`config.mk`:
```
export PLATFORM = sky130hd
export DESIGN_NAME = regfile_8x_wr
export DESIGN_NICKNAME = d
export VERILOG_FILES = /design/src/rtl/regfile_8x_wr.sv
export SDC_FILE = /design/constraint.sdc
export NUM_CORES = 1
export LEC_CHECK = 0
export BUFFER_PORTS_ARGS = -buffer_cell sky130_fd_sc_hd__buf_2
export CELL_PAD_IN_SITES_DETAIL_PLACEMENT = 0
export CELL_PAD_IN_SITES_GLOBAL_PLACEMENT = 1
export CORE_MARGIN = 4
export CORE_UTILIZATION = 50
export CTS_CLUSTER_SIZE = 14
export DETAILED_ROUTE_END_ITERATION = 8
export GPL_ROUTABILITY_DRIVEN = 0
export PLACE_DENSITY = 0.81
export SLEW_MARGIN = 20
export SYNTH_ARGS = -nofsm -noshare
export SYNTH_HDL_FRONTEND = slang
export SYNTH_SLANG_ARGS = --single-unit
export TNS_END_PERCENT = 30
```
`constraint.sdc`:
```
create_clock -name clk -period 3.9 [get_ports clk]
set_input_delay 0.975 -clock clk [delete_from_list [all_inputs] [get_ports clk]]
set_output_delay 0.975 -clock clk [all_outputs]
set_load 0.01 [all_outputs]
```
`src/rtl/regfile_8x_wr.sv`:
```
// 8-entry register file written through a one-hot select from the 3:8 write decoder.
// Two combinational read ports, optional hardwired-zero entry 7, optional write bypass.
module regfile_8x_wr #(
    parameter int WIDTH    = 64,
    parameter int ZERO_REG = 1,
    parameter int BYPASS   = 1
) (
    input  logic             clk,
    input  logic             reset_n,
    input  logic [7:0]       wr_sel,
    input  logic [WIDTH-1:0] wr_data,
    input  logic [2:0]       rd_addr_a,
    input  logic [2:0]       rd_addr_b,
    output logic [WIDTH-1:0] rd_data_a,
    output logic [WIDTH-1:0] rd_data_b,
    output logic             sel_err
);

    logic [WIDTH-1:0] regs [8];
    logic             one_hot;
    logic             multi_hot;
    logic [7:0]       wr_en;

    // x & (x-1) clears the lowest set bit; non-zero remainder means two or more bits set.
    assign multi_hot = (wr_sel & (wr_sel - 8'd1)) != 8'd0;
    assign one_hot   = (wr_sel != 8'd0) && !multi_hot;

    always_comb begin
        wr_en = 8'd0;
        for (int i = 0; i < 8; i++) begin
            wr_en[i] = one_hot && wr_sel[i] && !((ZERO_REG != 0) && (i == 7));
        end
    end

    always_ff @(posedge clk or negedge reset_n) begin
        if (!reset_n) begin
            for (int i = 0; i < 8; i++) begin
                regs[i] <= '0;
            end
        end else begin
            for (int i = 0; i < 8; i++) begin
                if (wr_en[i]) begin
                    regs[i] <= wr_data;
                end
            end
        end
    end

    always_ff @(posedge clk or negedge reset_n) begin
        if (!reset_n) begin
            sel_err <= 1'b0;
        end else if (multi_hot) begin
            sel_err <= 1'b1;
        end
    end

    // wr_en already excludes the zero register and multi-hot selects, so it doubles as the bypass hit.
    always_comb begin
        rd_data_a = regs[rd_addr_a];
        if ((BYPASS != 0) && reset_n && wr_en[rd_addr_a]) begin
            rd_data_a = wr_data;
        end
        if ((ZERO_REG != 0) && (rd_addr_a == 3'd7)) begin
            rd_data_a = '0;
        end
    end

    always_comb begin
        rd_data_b = regs[rd_addr_b];
        if ((BYPASS != 0) && reset_n && wr_en[rd_addr_b]) begin
            rd_data_b = wr_data;
        end
        if ((ZERO_REG != 0) && (rd_addr_b == 3'd7)) begin
            rd_data_b = '0;
        end
    end

endmodule
```
=== Word-level counts from Yosys, hierarchy flattened ===
Cells that the tools add are included.
Widths: inputs -> output; s select.

* Word-level logic and storage cells: 45
* Flip-flop bits (word level): 449
* Bits of input ports: 80
* Memory bits (writable): 0
* Latch bits: 0
* Memories kept: 0
* Bits in read-only memories: 0

* Equal/unequal tests: 2
* $mul: 0
* Div/mod/pow operators: 0
* Shifts and indexed selects: 0
* Mux-type cells: 14
* Magnitude comparators: 4
* Reductions and logical operators: 13
* $add $sub $neg: 1
* Bitwise logic cells: 3

{| class="wikitable"
|+ Operators by type and width
! operator !! count
|-
| $mux 64 || 8
|-
| $bmux 64 s3 || 2
|-
| $reduce_bool 8->1 || 2
|-
| $logic_and 1x1->1 || 10
|-
| $and 8x8->8 || 1
|-
| $ge 4x4->1 const B || 2
|-
| $lt 3x4->1 const B || 2
|-
| $not 3->4 || 2
|-
| $sub 8x1->8 const B || 1
|-
| $bmux 1 s3 || 2
|-
| $eq 3x3->1 const B || 2
|-
| $mux 1 || 2
|-
| $logic_not 1->1 || 1
|}

=== Depth between registers and ports, before layout ===
* Depth in word-level cells: 11
* Gate-level depth with buffers: 9
* Gate-level depth less buffers: 6

=== Least setup slack after synthesis ===
No wires, ideal clock.

* Path type: input-to-output
* From: input rd_addr_b[0]
* To: output rd_data_b[5]
* Arrival time: 2.765 ns
* Setup slack: 0.160 ns
* Stages on the path: 5
* Path through: buf_2 -> buf_1 -> mux4_2 -> mux2_2 -> mux2_1

* Cells in the longest elaborated chain, start to end: 6
* Elaborated cells on any way between the ends: 10
* Classes of those cells: eq/ne: 1; mux: 7; bitwise: 1; reduce/logical: 1

{| class="wikitable"
|+ RTL lines
! what !! line !! text
|-
| from (decl) || 13 || <nowiki>input logic [2:0] rd_addr_b,</nowiki>
|-
| $not 3->4 (not written as such) || 69 || <nowiki>rd_data_b = regs[rd_addr_b];</nowiki>
|-
| $bmux 64 s3 || 69 ||
|-
| $mux 64 (not written as such) (2 in series) || 69 ||
|-
| $mux 64 || 70 || <nowiki>if ((BYPASS != 0) && reset_n && wr_en[rd_addr_b]) begin</nowiki>
|-
| $mux 64 * || 73 || <nowiki>if ((ZERO_REG != 0) && (rd_addr_b == 3'd7)) begin</nowiki>
|-
| to (decl) || 15 || <nowiki>output logic [WIDTH-1:0] rd_data_b,</nowiki>
|}

Every way passes the cells marked *; elsewhere a longest branch is shown, timed or not. The select of a mux whose other input is x is not followed.

=== Worst setup path in the final report ===
* From: input wr_sel[4]
* To: output rd_data_a[38]

* Cells in the longest elaborated chain, start to end: 11
* Elaborated cells on any way between the ends: 18
* Classes of those cells: add/sub: 1; mux: 4; bitwise: 1; reduce/logical: 12

{| class="wikitable"
|+ RTL lines
! what !! line !! text
|-
| from (decl) || 10 || <nowiki>input logic [7:0] wr_sel,</nowiki>
|-
| $sub 8x1->8 || 25 || <nowiki>assign multi_hot = (wr_sel & (wr_sel - 8'd1)) != 8'd0;</nowiki>
|-
| $and 8x8->8 || 25 ||
|-
| $reduce_bool 8->1 || 25 ||
|-
| $logic_not 1->1 || 26 || <nowiki>assign one_hot = (wr_sel != 8'd0) && !multi_hot;</nowiki>
|-
| $logic_and 1x1->1 || 26 ||
|-
| $logic_and 1x1->1 || 31 || <nowiki>wr_en[i] = one_hot && wr_sel[i] && !((ZERO_REG != 0) && (i == 7));</nowiki>
|-
| $bmux 1 s3 * || 60 || <nowiki>if ((BYPASS != 0) && reset_n && wr_en[rd_addr_a]) begin</nowiki>
|-
| $mux 1 (not written as such) * || 60 ||
|-
| $logic_and 1x1->1 * || 60 ||
|-
| $mux 64 * || 60 ||
|-
| $mux 64 * || 63 || <nowiki>if ((ZERO_REG != 0) && (rd_addr_a == 3'd7)) begin</nowiki>
|-
| to (decl) || 14 || <nowiki>output logic [WIDTH-1:0] rd_data_a,</nowiki>
|}

Marked as above.

==> impl_metrics.toml <==
[run_status]
status = "finished with violations"
violations = "negative setup slack"

[grt]
grt_antenna_before_repair = 5
grt_first_pass_wirelength_um = 111200
overflow = 0
grt_usage = 0.2612
first_global_vias = 18891
grt_max_degree = 171

[sta]
fin_crit_ns = 4.022
fin_crit_sh = 1.031
finalMaxSlewViolations = 0
tightestPinTransition_ns = 1.116
whs_ns = 0.1983
finalClockSkew_ns = 0
finalSetupTns_ns = -8.065
fmax_ghz = 0.2486
final.setup.worst_slack_ns = -0.1222
setup-violations-final = 116
hold_viol_final = 0
relSlewSlack = 0.2560
rsz0062_at_grt = "true"

[die]
die_area_sq_um = 54960
std_cell_rows = 82
initial_core_util = 0.5089
io_pins = 209
die_x_um = 234.4
die_h_um = 234.4
core-area_sq_um = 50380

[finish]
nets = 2339
final_core_utilization = 0.5987
areaGrowthSynthToFinish_pct = 17.64
drive_above_1_share = 0.4730
post-route-cell-area_sq_um = 30160
fillers = 3955

[clock_network]
clock_latency_ns = 0.57
cts-root-buf = "clkbuf_16"
clock_sinks = 449
clk_pin_slew_ns = 0.06
hold_buffers = 0
cts_tree = "built"
cts_htree_levels = 2
cts_max_path_buffers = 3
cts_inserted_buffers = 49

[critical_path]
critPathTopFamily = "simple AND/OR/NAND/NOR gates"
crit_cells = 11
crit_end = "rd_data_a[38]"
worst_setup_path_start_kind = "input pin"
path_common_cell = "buf_12"
worst_setup_path_end_kind = "output port"
rr_startpoint = "sel_err"
critPathMaxStageDelay_ns = 0.57
crit_fanout = 20
worstSetupPathType = "input pin to output port"
startpoint = "wr_sel[4]"
slowest_stage = "or4_4"
crit_arrival_ns = 3.05
crit_chain = "buf_8 > or4_4 > nor2_4 > buf_6 > nand4_1 > o31ai_4 > o21ai_4 > buf_12 > buf_12 > mux2_4 > buf_2"
ff2ff_path_depth = 1
cp.required_ns = 2.92
reg2reg_to = "sel_err"
path_buf_inv = 5
r2r_setup_slack_ns = 3.05

[synth]
ys_warn_count = 0
yosysUniqueCellTypes = 40
syn_area_sq_um = 25640
async_flop_share = 1.000
synthCells = 2077
syn_area_per_cell_sq_um = 12.34
syn-num-nets = 2157
yosysSeqAreaShare = 0.4382
synth_flop_cell = "dfrtp_1"
synth_seq_cells = 449
synth_edf_count = 0

[power_and_ir_drop]
power.total_mw = 14.63
pwr_density_cell_nw_per_um2 = 485.2
cellLeakagePower_nw = 14.36
ir_worst_vdd_uv = 286.7

[routing]
dr.pass1.iters = 5
antenna_left = 0
route.detailed.drc = 0
avgViaCountPerCell = 6.079
drt-initial-drc-count = 1492
wl_per_cell_um = 24.53
detail_route.wirelength_um = 72960
vias = 18079

[run]
cap_violations = 0

[placed_design]
portBuffers = 208
postPlaceCellArea_sq_um = 27690
dp_hpwl_um = 42290

[hold_path]
holdCritPathClass = "input pin to async pin"
## power by group
part	switching (mW)	internal (mW)	total, mW	leakage (nW)
registers	0.662	5.57	6.23	5.85
logic	1.46	2.05	3.51	7.66
clock network	1.92	2.97	4.89	0.848
total	4.04	10.6	14.6	14.4
## cells in the mapped netlist, types with 3 or more instances
cell	number	area share
dfrtp_1	449	0.44
mux2i_1	129	0.050
mux4_2	129	0.11
buf_2	46	0.0090
o21ai_0	67	0.013
buf_1	17	0.0025
nand2_1	256	0.037
nand3b_1	3	0.00088
buf_6	18	0.0079
mux2_2	535	0.23
clkbuf_1	81	0.012
mux2_4	22	0.013
mux2_1	18	0.0079
nand2_4	5	0.0022
nor2_1	133	0.019
a21oi_1	136	0.027
nor2b_1	3	0.00073
a211o_1	3	0.0010
## cell type report
cell class	instances	area, sq um	share of cell area
clock buffer	71	1451	0.04812
antenna	4	10.01	0.0003319
sequential	449	11240	0.3725
multi-input combinational	1464	13760	0.4563
tap	672	840.8	0.02788
inverter	1	3.754	0.0001245
timing repair buffer	294	2608	0.08645
clock inverter	19	249.0	0.008256
## sequential cells by signal, indices dropped and copies added (netlist names)
signal and flops:
regs 448, sel_err 1
## logic make-up (layout without fill, tap and decap cells)
kind of cell	count (synthesis)	count (layout)	synth area share
AO/OA/AOI/OAI	215	215	0.04436
XOR/XNOR	1	1	0.0003417
buffers and inverters	164	385	0.03167
flip-flops	449	449	0.4382
multiplexers	833	833	0.4195
other	0	4	0
AND/OR/NAND/NOR	415	415	0.06593
## repair_timing
item | in CTS | in global routing
gates cloned | 2 | 2
pin swaps | 0 | 4
resized for setup | 47 | 69
endpoints found under the setup margin | 128 | 128
setup buffers | 7 | 3
## how the worst min path moves through the flow
stage / end / slack (ns)
after floorplan: regs[100] / 0.46
after global placement: regs[68] / 0.47
after detailed placement: regs[84] / 0.48
after CTS: regs[503] / 0.18
after global routing: regs[503] / 0.18
final: regs[503] / 0.20
## cells in the final DEF (no fill, tap or decap), types with 4 or more instances in the layout
cell         n
buf_6       72
nor2_1     133
buf_2      137
dfrtp_1    449
mux2i_1    129
o21ai_0     67
clkbuf_8    10
mux4_2     129
clkinv_2    12
nand2_1    256
buf_12      32
buf_4       48
nand2_4      5
mux2_1      13
clkbuf_1    10
mux2_2     510
diode_2      4
bufinv_16    6
mux2_4      52
a21oi_1    136
clkbuf_16   52
## through the flow
| stage | setup WS [ns] | std cells |
|---|---|---|
| after global routing | -0.1773 | 2974 |
| final | -0.1222 | 2974 |
| after CTS | -0.09926 | 2966 |
| after floorplan | 0.1602 | 2077 |
| after global placement | -0.06402 | 2867 |
| after detailed placement | -0.1529 | 2867 |
## metal layers
metal,share of wire,up-vias,GRT usage
met1,0.43,9424,0.3620
met2,0.49,574,0.4236
li1,-,7954,-
met5,0.00011,-,0
met3,0.055,125,0.04005
met4,0.029,2,0.09155
No activity file was read; power rests on OpenSTA's default activity.
